## src/rtl/seg7_pkg.sv

```systemverilog
// Shared constants for the seven-segment scan path: glyph table, segment
// bit positions and the scan FSM state encoding.
package seg7_pkg;

  localparam logic [7:0] SEG_OFF = 8'hFF;

  // Bit positions inside the 8-bit active-low segment bus {a,b,c,d,e,f,g,dp}.
  localparam int SEG_A  = 7;
  localparam int SEG_B  = 6;
  localparam int SEG_C  = 5;
  localparam int SEG_D  = 4;
  localparam int SEG_E  = 3;
  localparam int SEG_F  = 2;
  localparam int SEG_G  = 1;
  localparam int SEG_DP = 0;

  // Active-low {a..g} glyphs for hex digits 0-F.
  localparam logic [6:0] SEG7_HEX [0:15] = '{
    7'b0000001, 7'b1001111, 7'b0010010, 7'b0000110,
    7'b1001100, 7'b0100100, 7'b0100000, 7'b0001111,
    7'b0000000, 7'b0000100, 7'b0001000, 7'b1100000,
    7'b0110001, 7'b1000010, 7'b0110000, 7'b0111000
  };

  typedef enum logic {
    BLANK = 1'b0,
    DRIVE = 1'b1
  } scan_state_e;

endpackage

```

## src/rtl/seg_scan_display_if.sv

```systemverilog
// Host-side bundle for the multiplexed display: frame data in, pin drives
// out, plus the scan FSM state for observation.
interface seg_scan_display_if #(
  parameter int NUM_DIGITS = 4
);
  import seg7_pkg::*;

  localparam int IDX_W = (NUM_DIGITS > 1) ? $clog2(NUM_DIGITS) : 1;

  // load is a one-cycle fire-and-forget strobe with no ready: the display
  // accepts it on every cycle it is high, and a newer load overwrites an
  // uncommitted older one.
  logic [4*NUM_DIGITS-1:0] digits_in;
  logic [NUM_DIGITS-1:0]   dp_in;
  logic                    load;
  logic [NUM_DIGITS-1:0]   blink_mask;
  logic                    blink_level;
  logic                    lz_blank;
  logic [7:0]              seg;
  logic [NUM_DIGITS-1:0]   an;
  logic                    frame_start;
  scan_state_e             dbg_state;
  logic [IDX_W-1:0]        dbg_idx;

  modport master (
    output digits_in, dp_in, load, blink_mask, blink_level, lz_blank,
    input  seg, an, frame_start, dbg_state, dbg_idx
  );

  modport slave (
    input  digits_in, dp_in, load, blink_mask, blink_level, lz_blank,
    output seg, an, frame_start, dbg_state, dbg_idx
  );

endinterface

```

## src/rtl/seg7_decode.sv

```systemverilog
// Hex nibble to active-low a-g segment pattern.
module seg7_decode
  import seg7_pkg::*;
(
  input  logic [3:0] nibble,
  output logic [6:0] seg_n
);

  always_comb seg_n = SEG7_HEX[nibble];

endmodule

```

## src/rtl/seg_scan_display.sv

```systemverilog
// Multiplexed common-anode seven-segment scanner with dead-time, double
// buffered frame data, decimal points, blink mask and leading-zero blanking.
module seg_scan_display
  import seg7_pkg::*;
#(
  parameter int NUM_DIGITS  = 4,
  parameter int REFRESH_DIV = 50000,
  parameter int DEAD_CYCLES = 2
) (
  input  logic              clk_fast,
  input  logic              rst_n,
  seg_scan_display_if.slave bus
);

  localparam int IDX_W   = (NUM_DIGITS > 1) ? $clog2(NUM_DIGITS) : 1;
  localparam int MAX_LEN = (REFRESH_DIV > DEAD_CYCLES) ? REFRESH_DIV : DEAD_CYCLES;
  localparam int TW      = $clog2(MAX_LEN + 1);
  localparam int DW      = 4 * NUM_DIGITS;

  localparam logic [IDX_W-1:0] LAST_IDX   = IDX_W'(NUM_DIGITS - 1);
  localparam logic [TW-1:0]    DRIVE_LAST = TW'(REFRESH_DIV - 1);
  localparam logic [TW-1:0]    DEAD_LAST  = TW'((DEAD_CYCLES > 0) ? DEAD_CYCLES - 1 : 0);

  scan_state_e           state_q, state_nx;
  logic [IDX_W-1:0]      idx_q, idx_nx;
  logic [TW-1:0]         timer_q, timer_nx;
  logic                  enter_drive;

  logic [DW-1:0]         stage_d_q, shadow_d_q, shadow_d_nx;
  logic [NUM_DIGITS-1:0] stage_dp_q, shadow_dp_q, shadow_dp_nx;
  logic                  pending_q, commit;

  logic [7:0]            seg_q, seg_nx;
  logic [NUM_DIGITS-1:0] an_q, an_nx;
  logic                  frame_start_q, frame_start_nx;

  logic [3:0]            nib_sel;
  logic [6:0]            glyph;
  logic [NUM_DIGITS-1:0] lead_zero;
  logic                  all_zero;

  // Scan sequencing: BLANK for DEAD_CYCLES, DRIVE for REFRESH_DIV, idx
  // advancing as each DRIVE ends.
  always_comb begin
    state_nx    = state_q;
    idx_nx      = idx_q;
    timer_nx    = timer_q + 1'b1;
    enter_drive = 1'b0;
    case (state_q)
      BLANK: begin
        if (DEAD_CYCLES == 0 || timer_q == DEAD_LAST) begin
          state_nx    = DRIVE;
          timer_nx    = '0;
          enter_drive = 1'b1;
        end
      end
      DRIVE: begin
        if (timer_q == DRIVE_LAST) begin
          timer_nx = '0;
          idx_nx   = (idx_q == LAST_IDX) ? '0 : idx_q + 1'b1;
          if (DEAD_CYCLES == 0) enter_drive = 1'b1;
          else                  state_nx    = BLANK;
        end
      end
      default: begin
        state_nx = BLANK;
        timer_nx = '0;
      end
    endcase
  end

  // The frame boundary is the only point where staged data may reach the
  // shadow, and the new shadow is rendered on that very edge.
  always_comb begin
    frame_start_nx = enter_drive && (idx_nx == '0);
    commit         = frame_start_nx && pending_q;
    shadow_d_nx    = commit ? stage_d_q  : shadow_d_q;
    shadow_dp_nx   = commit ? stage_dp_q : shadow_dp_q;
  end

  always_comb begin
    all_zero  = 1'b1;
    lead_zero = '0;
    for (int i = NUM_DIGITS - 1; i >= 0; i--) begin
      all_zero     = all_zero & (shadow_d_nx[4*i +: 4] == 4'h0);
      lead_zero[i] = all_zero;
    end
  end

  always_comb nib_sel = shadow_d_nx[{idx_nx, 2'b00} +: 4];

  seg7_decode u_decode (
    .nibble (nib_sel),
    .seg_n  (glyph)
  );

  always_comb begin
    seg_nx = SEG_OFF;
    an_nx  = '1;
    if (state_nx == DRIVE) begin
      an_nx[idx_nx]        = 1'b0;
      seg_nx[SEG_A:SEG_G]  = glyph;
      seg_nx[SEG_DP]       = ~shadow_dp_nx[idx_nx];
      if (bus.lz_blank && idx_nx != '0 && lead_zero[idx_nx])
        seg_nx[SEG_A:SEG_G] = 7'h7F;
      if (bus.blink_mask[idx_nx] && bus.blink_level)
        seg_nx = SEG_OFF;
    end
  end

  always_ff @(posedge clk_fast or negedge rst_n) begin
    if (!rst_n) begin
      state_q       <= BLANK;
      idx_q         <= '0;
      timer_q       <= '0;
      stage_d_q     <= '0;
      stage_dp_q    <= '0;
      pending_q     <= 1'b0;
      shadow_d_q    <= '0;
      shadow_dp_q   <= '0;
      seg_q         <= SEG_OFF;
      an_q          <= '1;
      frame_start_q <= 1'b0;
    end else begin
      state_q       <= state_nx;
      idx_q         <= idx_nx;
      timer_q       <= timer_nx;
      shadow_d_q    <= shadow_d_nx;
      shadow_dp_q   <= shadow_dp_nx;
      seg_q         <= seg_nx;
      an_q          <= an_nx;
      frame_start_q <= frame_start_nx;
      // A load on the commit edge lands in staging and stays pending.
      pending_q     <= bus.load | (pending_q & ~commit);
      if (bus.load) begin
        stage_d_q  <= bus.digits_in;
        stage_dp_q <= bus.dp_in;
      end
    end
  end

  assign bus.seg         = seg_q;
  assign bus.an          = an_q;
  assign bus.frame_start = frame_start_q;
  assign bus.dbg_state   = state_q;
  assign bus.dbg_idx     = idx_q;

endmodule

```

## src/flat_wrapper.sv

```systemverilog
// flat-port wrapper written by rule: the top's interface ports become plain ports
module seg_scan_display_flat import seg7_pkg::*;
#(
  parameter int NUM_DIGITS  = 4,
  parameter int REFRESH_DIV = 50000,
  parameter int DEAD_CYCLES = 2
)
  (clk_fast, rst_n, bus_digits_in, bus_dp_in, bus_load, bus_blink_mask, bus_blink_level, bus_lz_blank, bus_seg, bus_an, bus_frame_start, bus_dbg_state, bus_dbg_idx);
  seg_scan_display_if #(.NUM_DIGITS(NUM_DIGITS)) bus_i ();
  input  logic clk_fast;
  input  logic rst_n;
  input wire logic [$bits(bus_i.digits_in)-1:0] bus_digits_in;
  input wire logic [$bits(bus_i.dp_in)-1:0] bus_dp_in;
  input wire logic [$bits(bus_i.load)-1:0] bus_load;
  input wire logic [$bits(bus_i.blink_mask)-1:0] bus_blink_mask;
  input wire logic [$bits(bus_i.blink_level)-1:0] bus_blink_level;
  input wire logic [$bits(bus_i.lz_blank)-1:0] bus_lz_blank;
  output wire logic [$bits(bus_i.seg)-1:0] bus_seg;
  output wire logic [$bits(bus_i.an)-1:0] bus_an;
  output wire logic [$bits(bus_i.frame_start)-1:0] bus_frame_start;
  output wire logic [$bits(bus_i.dbg_state)-1:0] bus_dbg_state;
  output wire logic [$bits(bus_i.dbg_idx)-1:0] bus_dbg_idx;
  assign bus_i.digits_in = bus_digits_in;
  assign bus_i.dp_in = bus_dp_in;
  assign bus_i.load = bus_load;
  assign bus_i.blink_mask = bus_blink_mask;
  assign bus_i.blink_level = bus_blink_level;
  assign bus_i.lz_blank = bus_lz_blank;
  assign bus_seg = bus_i.seg;
  assign bus_an = bus_i.an;
  assign bus_frame_start = bus_i.frame_start;
  assign bus_dbg_state = bus_i.dbg_state;
  assign bus_dbg_idx = bus_i.dbg_idx;
  seg_scan_display #(.NUM_DIGITS(NUM_DIGITS), .REFRESH_DIV(REFRESH_DIV), .DEAD_CYCLES(DEAD_CYCLES)) u_core (.clk_fast(clk_fast), .rst_n(rst_n), .bus(bus_i));
endmodule
```

## config.mk

```make
export PLATFORM = sky130hd
export DESIGN_NAME = seg_scan_display_flat
export DESIGN_NICKNAME = d
export VERILOG_FILES = /design/src/rtl/seg7_pkg.sv /design/src/rtl/seg_scan_display_if.sv /design/src/rtl/seg7_decode.sv /design/src/rtl/seg_scan_display.sv /design/src/flat_wrapper.sv
export SDC_FILE = /design/constraint.sdc
export NUM_CORES = 1
export LEC_CHECK = 0
export BUFFER_PORTS_ARGS = -buffer_cell sky130_fd_sc_hd__clkbuf_2
export CAP_MARGIN = 10
export CORE_ASPECT_RATIO = 1.1
export CORE_MARGIN = 3
export CORE_UTILIZATION = 35
export DETAILED_ROUTE_END_ITERATION = 8
export PLACE_DENSITY = 0.57
export SLEW_MARGIN = 25
export SYNTH_ARGS = -nofsm -noshare
export SYNTH_HDL_FRONTEND = slang
export SYNTH_SLANG_ARGS = --single-unit
```

## constraint.sdc

```tcl
create_clock -name clk_fast -period 3.71 [get_ports clk_fast]
set_input_delay 0.742 -clock clk_fast [delete_from_list [all_inputs] [get_ports clk_fast]]
set_output_delay 0.742 -clock clk_fast [all_outputs]
set_load 0.01 [all_outputs]
```

==> flow_summary.json, run 1 <==
{
  "grt_pass1_wl_mm": 13.3,
  "min_period_ns": 3.52,
  "clock-skew-final_ns": 0.00966,
  "grt_pass1_vias": 2697,
  "die_x_um": 102,
  "crit_path_top_delay_cell": "dfrtp_1",
  "slowest_delay_ns": 0.50,
  "avgSynthCellArea_sq_um": 10.7,
  "yosys.area.top_type": "dfrtp_1",
  "place_congestion": 0.890,
  "crit_chain": "ha_1 -> o21bai_1 -> nor3_1 -> mux2_2 -> nand2_2 -> mux2i_1 -> a221o_1 -> ha_1 -> inv_1 -> nand2_1 -> o211a_1 -> or3_1",
  "cp-end-kind": "register",
  "clockRootBuffer": "clkbuf_8",
  "fillers": 979,
  "start_util": 0.360,
  "hold_viol": 0,
  "viasPerCell": 5.18,
  "hold_class": "in -> async",
  "io_buffers": 44,
  "cts_tree": "built",
  "yosys-top-cells-area": "dfrtp_1 (43%), dfstp_2 (8.8%), mux2_2 (7.3%)",
  "synth_seq_area_share": 0.517,
  "insertion_delay_ns": 0.35,
  "synthCells": 332,
  "setup_tns_ns": 0,
  "async_flop_share": 1.00,
  "synth-main-ff-cell": "dfrtp_1",
  "layout_common_cells": "nand2_1 (65), dfrtp_1 (61), clkbuf_2 (43)",
  "antenna_left": 0,
  "antenna_found_initial": 0,
  "wl_mm": 7.80,
  "drc": 0,
  "overflow": 0,
  "total_power_mw": 1.64,
  "max_cap_viol_count": 0,
  "final_common_cell": "nand2_1",
  "yosys_warnings": 0,
  "syn2layout_area_growth_pct": 16.8,
  "max_slew_margin": 0.498,
  "peakVddDrop_mv": 0.182,
  "tightest_slew_ns": 0.753,
  "htree_levels": 3,
  "synth_area_sq_um": 3560,
  "postLayoutCellArea_sq_um": 4170,
  "drive_above_1_share": 0.315,
  "criticalPathCategory": "reg -> reg",
  "p_leak_nw": 1.96,
  "die-area_sq_um": 11400,
  "setup_viol": 0,
  "path_max_fanout": 11,
  "cp_data_arrival_time_ns": 3.78,
  "synth_top_area_frac": 0.428,
  "synth-edff-count": 0,
  "cp.required_ns": 3.98,
  "die_y_um": 112,
  "fin_crit_sh": 0.948,
  "cts_setup_buffers": 0,
  "grt_setup_unrepaired": "no",
  "place_inst": 496,
  "power_density_nw_per_um2": 395,
  "synth_nets": 370,
  "first_pass_iters": 5,
  "critPathLaunchType": "register",
  "drtIter0Drc": 127,
  "cts_sinks": 73,
  "slew_viol_final": 0,
  "clockBufferDepth": 2,
  "fmax_ghz": 0.284,
  "fin_util": 0.421,
  "final_cells": 511,
  "diodes": 0,
  "layout.nets": 425,
  "status": "finished clean",
  "hpwl_mm": 5.85,
  "clkTransAtPathRegs_ns": 0.08,
  "cts_made_buffers": 9,
  "core_sq_um": 9890,
  "synth_cell_type_count": 55,
  "ys_seq_elements": 73,
  "grtUsageTotal": 0.150,
  "vias": 2649,
  "pin_count": 45,
  "placed_area_sq_um": 3960,
  "rows": 38,
  "crit_top_cell": "ha_1",
  "cts.hold.buffers_added": 0,
  "grt_max_degree": 42,
  "wl_per_cell_um": 15.3
}
-- final cells by class --
cell class,instances,area [sq um],area share
multi-input combinational,243,1660,0.399
tap,120,150,0.0360
clock inverter,5,56.3,0.0135
clock buffer,10,138,0.0330
sequential,73,1840,0.442
inverter,9,33.8,0.00811
timing repair buffer,51,285,0.0685
-- worst paths after layout --
| path | slack (ns) | end | depth (start not counted) | start |
|---|---|---|---|---|
| worst min register to register | 0.48 | u_core.shadow_dp_q[3] | 2 | u_core.stage_dp_q[3] |
| worst max register to register | 0.19 | u_core.bus.seg[6] | 12 | u_core.bus.dbg_idx[0] |
| worst min-delay path | 0.47 | u_core.timer_q[12] | 1 | rst_n |
| min in group clk_fast | 0.48 | u_core.shadow_dp_q[3] | 2 | u_core.stage_dp_q[3] |
| max in group asynchronous | 2.52 | u_core.bus.seg[6] | 2 | rst_n |
| worst max-delay path | 0.19 | u_core.bus.seg[6] | 12 | u_core.bus.dbg_idx[0] |
-- cells in the mapped netlist (4+ instances only) --
| cell type | n |
|---|---|
| nand2_1 | 65 |
| a21oi_1 | 7 |
| o21ai_1 | 4 |
| dfrtp_1 | 61 |
| ha_1 | 9 |
| inv_1 | 9 |
| nor3_1 | 8 |
| o21ai_0 | 13 |
| xor2_1 | 8 |
| and3_1 | 5 |
| mux2i_1 | 7 |
| nor2_1 | 21 |
| or3_1 | 5 |
| mux2_2 | 23 |
| xnor2_1 | 6 |
| nand3_1 | 12 |
| dfstp_2 | 12 |
| or4_1 | 5 |
-- registers in the layout, summed over array words and instances, names as in the netlist --
| name | count |
|---|---|
| u_core.shadow_d_q | 16 |
| u_core.stage_d_q | 16 |
| u_core.timer_q | 16 |
| u_core.bus.seg | 8 |
| u_core.bus.an | 4 |
| u_core.shadow_dp_q | 4 |
| u_core.stage_dp_q | 4 |
| u_core.bus.dbg_idx | 2 |
| u_core.bus.dbg_state | 1 |
| u_core.bus.frame_start | 1 |
| u_core.pending_q | 1 |
-- repair_timing --
action / 4_1_cts / 5_1_grt
endpoints found under the hold margin: 0 / 0
resized for setup: 0 / 2
setup endpoints to repair: 0 / 7
-- critical path, delay by kind of cell (launching register included) --
kind | cells | cell delay (ns)
AOI/OAI and AO/OA | 3 | 0.77
buffers and inverters | 1 | 0.07
DFF | 1 | 0.50
and+or+nand+nor | 4 | 0.89
muxes | 2 | 0.48
adders and majority gates | 2 | 0.74
-- routing by layer --
metal | track usage | part of all wire
met5 | 0 | 0
met4 | 0.0499 | 0.018
met3 | 0.0464 | 0.046
met2 | 0.227 | 0.48
met1 | 0.205 | 0.45
-- cell families after synthesis --
group / after synthesis / synth area share
fa+ha+maj: 9 / 0.0316
simple gates: 139 / 0.192
mux: 30 / 0.0923
compound gates: 51 / 0.112
buf+inv: 16 / 0.0211
xor+xnor: 14 / 0.0344
flops: 73 / 0.517
-- power breakdown --
| part | internal, mW | leakage (nW) | switching [mW] | total [mW] |
|---|---|---|---|---|
| Combinational | 0.0742 | 1.00 | 0.0814 | 0.156 |
| Sequential | 0.852 | 0.865 | 0.0271 | 0.880 |
| Clock | 0.324 | 0.0981 | 0.286 | 0.610 |
| Total | 1.25 | 1.96 | 0.394 | 1.64 |
-- per-stage QoR --
stage,setup WS (ns),hold WS [ns]
2_1_floorplan,0.406,0.435
3_3_place_gp,0.254,0.452
3_5_place_dp,0.162,0.463
6_report,0.193,0.465
4_1_cts,0.154,0.481
5_1_grt,0.0128,0.518
(Power assumes the default switching activity.)
==> run 2: changes to the inputs <==
Settings changed: SYNTH_HIERARCHICAL from default to 1.
==> flow_summary.json, run 2 <==
{
  "synth-main-ff-cell": "dfrtp_1",
  "cts.hold.buffers_added": 0,
  "fin_crit_sh": 0.917,
  "critPathBufInv": 2,
  "viasPerCell": 5.14,
  "yosys-top-cells-area": "dfrtp_1 (43%), mux2_2 (13%), dfstp_2 (9.0%)",
  "worst_hold_path.endpoint": "u_core/timer_q[0]",
  "synthCells": 285,
  "die_x_um": 101,
  "place_congestion": 0.884,
  "start_util": 0.366,
  "cts_sinks": 73,
  "cts_tree": "built",
  "r2r-end": "u_core/bus.seg[4]",
  "grtUsageTotal": 0.141,
  "reg2reg_from": "u_core/timer_q[5]",
  "slowest_delay_ns": 0.50,
  "insertion_delay_ns": 0.35,
  "p_leak_nw": 1.87,
  "grt_pass1_vias": 2549,
  "die-area_sq_um": 11300,
  "min_path_cells": 1,
  "min_period_ns": 3.40,
  "avgSynthCellArea_sq_um": 12.3,
  "slew_viol_final": 0,
  "ys_top_cells_by_count": "dfrtp_1 (61), mux2_2 (41), nor2_1 (17), mux2i_1 (14), nand3_1 (13)",
  "postCtsResizedCells": 0,
  "setup_viol": 0,
  "crit_top_cell": "nand4b_1",
  "clockBufferDepth": 2,
  "hold_class": "reg -> reg",
  "cp-end-kind": "register",
  "multi_input_area_sq_um": 1600,
  "holdWs_ns": 0.503,
  "fmax_ghz": 0.294,
  "fin_util": 0.429,
  "hold_viol": 0,
  "wl_mm": 7.30,
  "synth-edff-count": 0,
  "hp-start": "u_core/timer_q[0]",
  "synth_area_sq_um": 3510,
  "yosysMostFrequentCell": "dfrtp_1",
  "grt_setup_unrepaired": "no",
  "io_buffers": 44,
  "max_cap_viol_count": 0,
  "critPathLaunchType": "register",
  "clockRootBuffer": "clkbuf_8",
  "max_slew_margin": 0.387,
  "async_flop_share": 1.00,
  "vias": 2378,
  "htree_levels": 3,
  "cts_setup_buffers": 0,
  "diodes": 0,
  "core_sq_um": 9580,
  "regArea_sq_um": 1840,
  "synth_seq_area_share": 0.525,
  "tightest_slew_ns": 0.919,
  "pre_cts_ws_ns": 0.312,
  "reg.largest.list": "u_core/shadow_d_q: 16 flops, u_core/stage_d_q: 16 flops, u_core/timer_q: 16 flops",
  "power_density_nw_per_um2": 408,
  "overflow": 0,
  "rr_worst_depth": 12,
  "layout_common_cells": "dfrtp_1 (61), clkbuf_2 (43), mux2_2 (41)",
  "hpwl_mm": 5.39,
  "cp_top_family": "simple AND/OR/NAND/NOR gates",
  "cp.required_ns": 3.96,
  "crit_path_top_delay_cell": "mux4_1",
  "synth_cell_type_count": 40,
  "clkTransAtPathRegs_ns": 0.08,
  "setup_tns_ns": 0,
  "crit_chain": "nor4_4 -> nand4b_1 -> nor3_1 -> a21boi_4 -> inv_2 -> nand2b_1 -> o211ai_1 -> o21ai_0 -> buf_4 -> ha_1 -> mux4_1 -> nand4b_1",
  "cts_made_buffers": 9,
  "drtIter0Drc": 63,
  "peakVddDrop_mv": 0.200,
  "syn2layout_area_growth_pct": 17.1,
  "die_y_um": 111,
  "pin_count": 45,
  "yosys.area.top_type": "dfrtp_1",
  "worst_slack_ns": 0.308,
  "drc": 0,
  "synth_top_area_frac": 0.435,
  "ys_seq_elements": 73,
  "antenna_left": 0,
  "fillers": 921,
  "cp_data_arrival_time_ns": 3.65,
  "path_max_fanout": 13,
  "grt_max_degree": 74,
  "wl_per_cell_um": 15.8,
  "status": "finished clean",
  "first_pass_iters": 4,
  "antenna_found_initial": 0,
  "criticalPathCategory": "reg -> reg",
  "clock-skew-final_ns": 0.0147,
  "r2r_setup_slack_ns": 0.31,
  "layout.nets": 380,
  "synth_nets": 324,
  "final_common_cell": "dfrtp_1",
  "drive_above_1_share": 0.373,
  "grt_pass1_wl_mm": 12.6,
  "rows": 37,
  "yosys_warnings": 6
}
run 2: changes by cell type after synthesis, sizes merged, moves of 7 or more:
cell and delta:
nor4 +8, nand2 -58, mux2i +7, nand4b +8, a21oi -7, mux2 +19
run 2: cell type report:
type,count,share of cell area
clock buffers,10,0.0335
clock inverters,6,0.0164
inverters,9,0.00822
multi-input cells,195,0.388
flip-flops and latches,73,0.448
well taps,117,0.0356
repair buffers,53,0.0700
run 2: how the worst max path moves through the flow:
stage,from,end,slack [ns],cells after the start
finish,u_core/timer_q[5],u_core/bus.seg[4],0.31,12
global route,u_core/timer_q[4],u_core/bus.seg[4],0.08,12
CTS,u_core/timer_q[4],u_core/bus.seg[4],0.29,12
detailed placement,u_core/timer_q[4],u_core/bus.seg[4],0.31,12
global placement,u_core/timer_q[5],u_core/bus.seg[4],0.36,12
floorplan,u_core/timer_q[0],u_core/bus.seg[4],0.16,13
run 2: logic make-up after synthesis:
group,synth area share
compound gates,0.0552
xor+xnor,0.0349
fa+ha+maj,0.0356
buf+inv,0.0210
flops,0.525
mux,0.183
simple gates,0.145
run 2: metrics by stage:
stage / cell area (sq um) / cells / power (mW)
after floorplan: 3510 / 285 / 0.983
after global placement: 3910 / 447 / 1.05
after detailed placement: 3910 / 447 / 1.06
after CTS: 4110 / 463 / 1.70
after global routing: 4110 / 463 / 1.77
final: 4110 / 463 / 1.68
run 2: layer usage:
metal	vias up	GRT usage	part of all wire
met5	-	0	0
met4	0	0.0505	0.015
met3	10	0.0415	0.041
met2	42	0.210	0.47
met1	1180	0.192	0.48
li1	1146	-	-
run 2: power breakdown:
part	leakage (nW)	switching, mW	internal [mW]
Clock	0.0985	0.311	0.330
Combinational	0.911	0.0779	0.0820
Sequential	0.865	0.0262	0.853
Total	1.87	0.415	1.26
==> run 3: changes to the inputs <==
Settings changed: CELL_PAD_IN_SITES_DETAIL_PLACEMENT from default to 0, CELL_PAD_IN_SITES_GLOBAL_PLACEMENT from default to 1, PLACE_DENSITY 0.57 to 0.66.
==> flow_summary.json, run 3 (synthesis results as in run 2) <==
{
  "status": "finished clean",
  "grt_pass1_vias": 2508,
  "max_cap_viol_count": 0,
  "syn2layout_area_growth_pct": 18.4,
  "multi_input_area_sq_um": 1610,
  "rr_worst_depth": 11,
  "pre_cts_ws_ns": 0.140,
  "grtUsageTotal": 0.146,
  "fmax_ghz": 0.297,
  "clockRootBuffer": "clkbuf_8",
  "cp.required_ns": 3.97,
  "pin_count": 45,
  "worst_slack_ns": 0.344,
  "path_max_fanout": 10,
  "die-area_sq_um": 11300,
  "setup_viol": 0,
  "hold_viol": 0,
  "cts_sinks": 73,
  "tightest_slew_ns": 0.911,
  "overflow": 0,
  "io_buffers": 44,
  "p_leak_nw": 1.90,
  "fillers": 915,
  "cts.hold.buffers_added": 0,
  "reg2reg_from": "u_core/timer_q[4]",
  "r2r_setup_slack_ns": 0.34,
  "fin_crit_sh": 0.907,
  "core_sq_um": 9580,
  "grt_setup_unrepaired": "no",
  "rows": 37,
  "start_util": 0.366,
  "peakVddDrop_mv": 0.209,
  "cts_tree": "built",
  "hpwl_mm": 5.47,
  "worst_hold_path.endpoint": "u_core/timer_q[0]",
  "wl_per_cell_um": 16.0,
  "place_inst": 449,
  "antenna_found_initial": 0,
  "place_congestion": 0.848,
  "cts_made_buffers": 9,
  "clock-skew-final_ns": 0.0178,
  "htree_levels": 3,
  "insertion_delay_ns": 0.36,
  "r2r-end": "u_core/bus.seg[4]",
  "antenna_left": 0,
  "drc": 0,
  "die_y_um": 111,
  "wl_mm": 7.45,
  "die_x_um": 101,
  "final_cells": 466,
  "slew_viol_final": 0,
  "cp_data_arrival_time_ns": 3.63,
  "clockBufferDepth": 2,
  "drtIter0Drc": 73,
  "setup_tns_ns": 0,
  "min_period_ns": 3.37,
  "grt_max_degree": 74,
  "first_pass_iters": 4,
  "hp-start": "u_core/timer_q[0]",
  "min_path_cells": 1,
  "critPathLaunchType": "register",
  "final_common_cell": "dfrtp_1",
  "max_slew_margin": 0.393,
  "layout.nets": 384,
  "clkTransAtPathRegs_ns": 0.09,
  "regArea_sq_um": 1840,
  "drive_above_1_share": 0.378,
  "cp-end-kind": "register",
  "diodes": 0,
  "hold_class": "reg -> reg",
  "grt_pass1_wl_mm": 12.8,
  "criticalPathCategory": "reg -> reg",
  "layout_common_cells": "dfrtp_1 (61), clkbuf_2 (43), mux2_2 (41)",
  "fin_util": 0.434,
  "viasPerCell": 5.09,
  "power_density_nw_per_um2": 412,
  "vias": 2370,
  "reg.largest.list": "u_core/shadow_d_q: 16 flops, u_core/stage_d_q: 16 flops, u_core/timer_q: 16 flops"
}
run 3: area by class of cell:
cell class	instances	share of cell area
sequential	73	0.443
tap	117	0.0352
inverter	9	0.00813
clock buffer	10	0.0307
multi-input combinational	195	0.387
clock inverter	5	0.0196
timing repair buffer	57	0.0765
run 3: through the flow:
stage	hold WS (ns)	instance area, sq um	power, mW
final	0.494	4160	1.71
after global routing	0.514	4160	1.80
after CTS	0.494	4130	1.74
after detailed placement	0.481	3920	1.05
after global placement	0.471	3920	1.05
after floorplan	0.446	3510	0.983
run 3: worst max-delay path: stages, from the launching register on:
cell and delay (ns):
dfrtp_1 0.45, nor4_4 0.38, and4_1 0.33, nand3_4 0.18, buf_4 0.22, mux2_2 0.29
o211ai_1 0.16, o21ai_0 0.14, buf_4 0.18, ha_1 0.24, mux4_1 0.51, nand4b_1 0.18
run 3: power by group:
part / switching, mW / internal [mW]
sequential: 0.0252 / 0.853
combinational: 0.0774 / 0.0800
clock: 0.302 / 0.375
total: 0.405 / 1.31
run 3: metal layers:
metal | track usage | routed length [um]
met5 | 0 | 0
met4 | 0.0417 | 93
met3 | 0.0459 | 356
met2 | 0.211 | 3320
met1 | 0.209 | 3680
run 3: worst max-delay path by stage:
stage	to	startpoint	cells past startpoint	slack [ns]
3_3_place_gp	u_core/bus.seg[4]	u_core/timer_q[4]	13	0.28
2_1_floorplan	u_core/bus.seg[4]	u_core/timer_q[0]	13	0.16
3_5_place_dp	u_core/bus.seg[4]	u_core/timer_q[1]	14	0.14
4_1_cts	u_core/bus.seg[4]	u_core/timer_q[4]	12	0.08
6_report	u_core/bus.seg[4]	u_core/timer_q[4]	11	0.34
5_1_grt	u_core/bus.seg[4]	u_core/timer_q[4]	12	0.05
run 3: what timing repair did:
item                                    4_1_cts  5_1_grt
setup buffers                                 0        2
resized for setup                             0        3
endpoints found under the setup margin        0        4
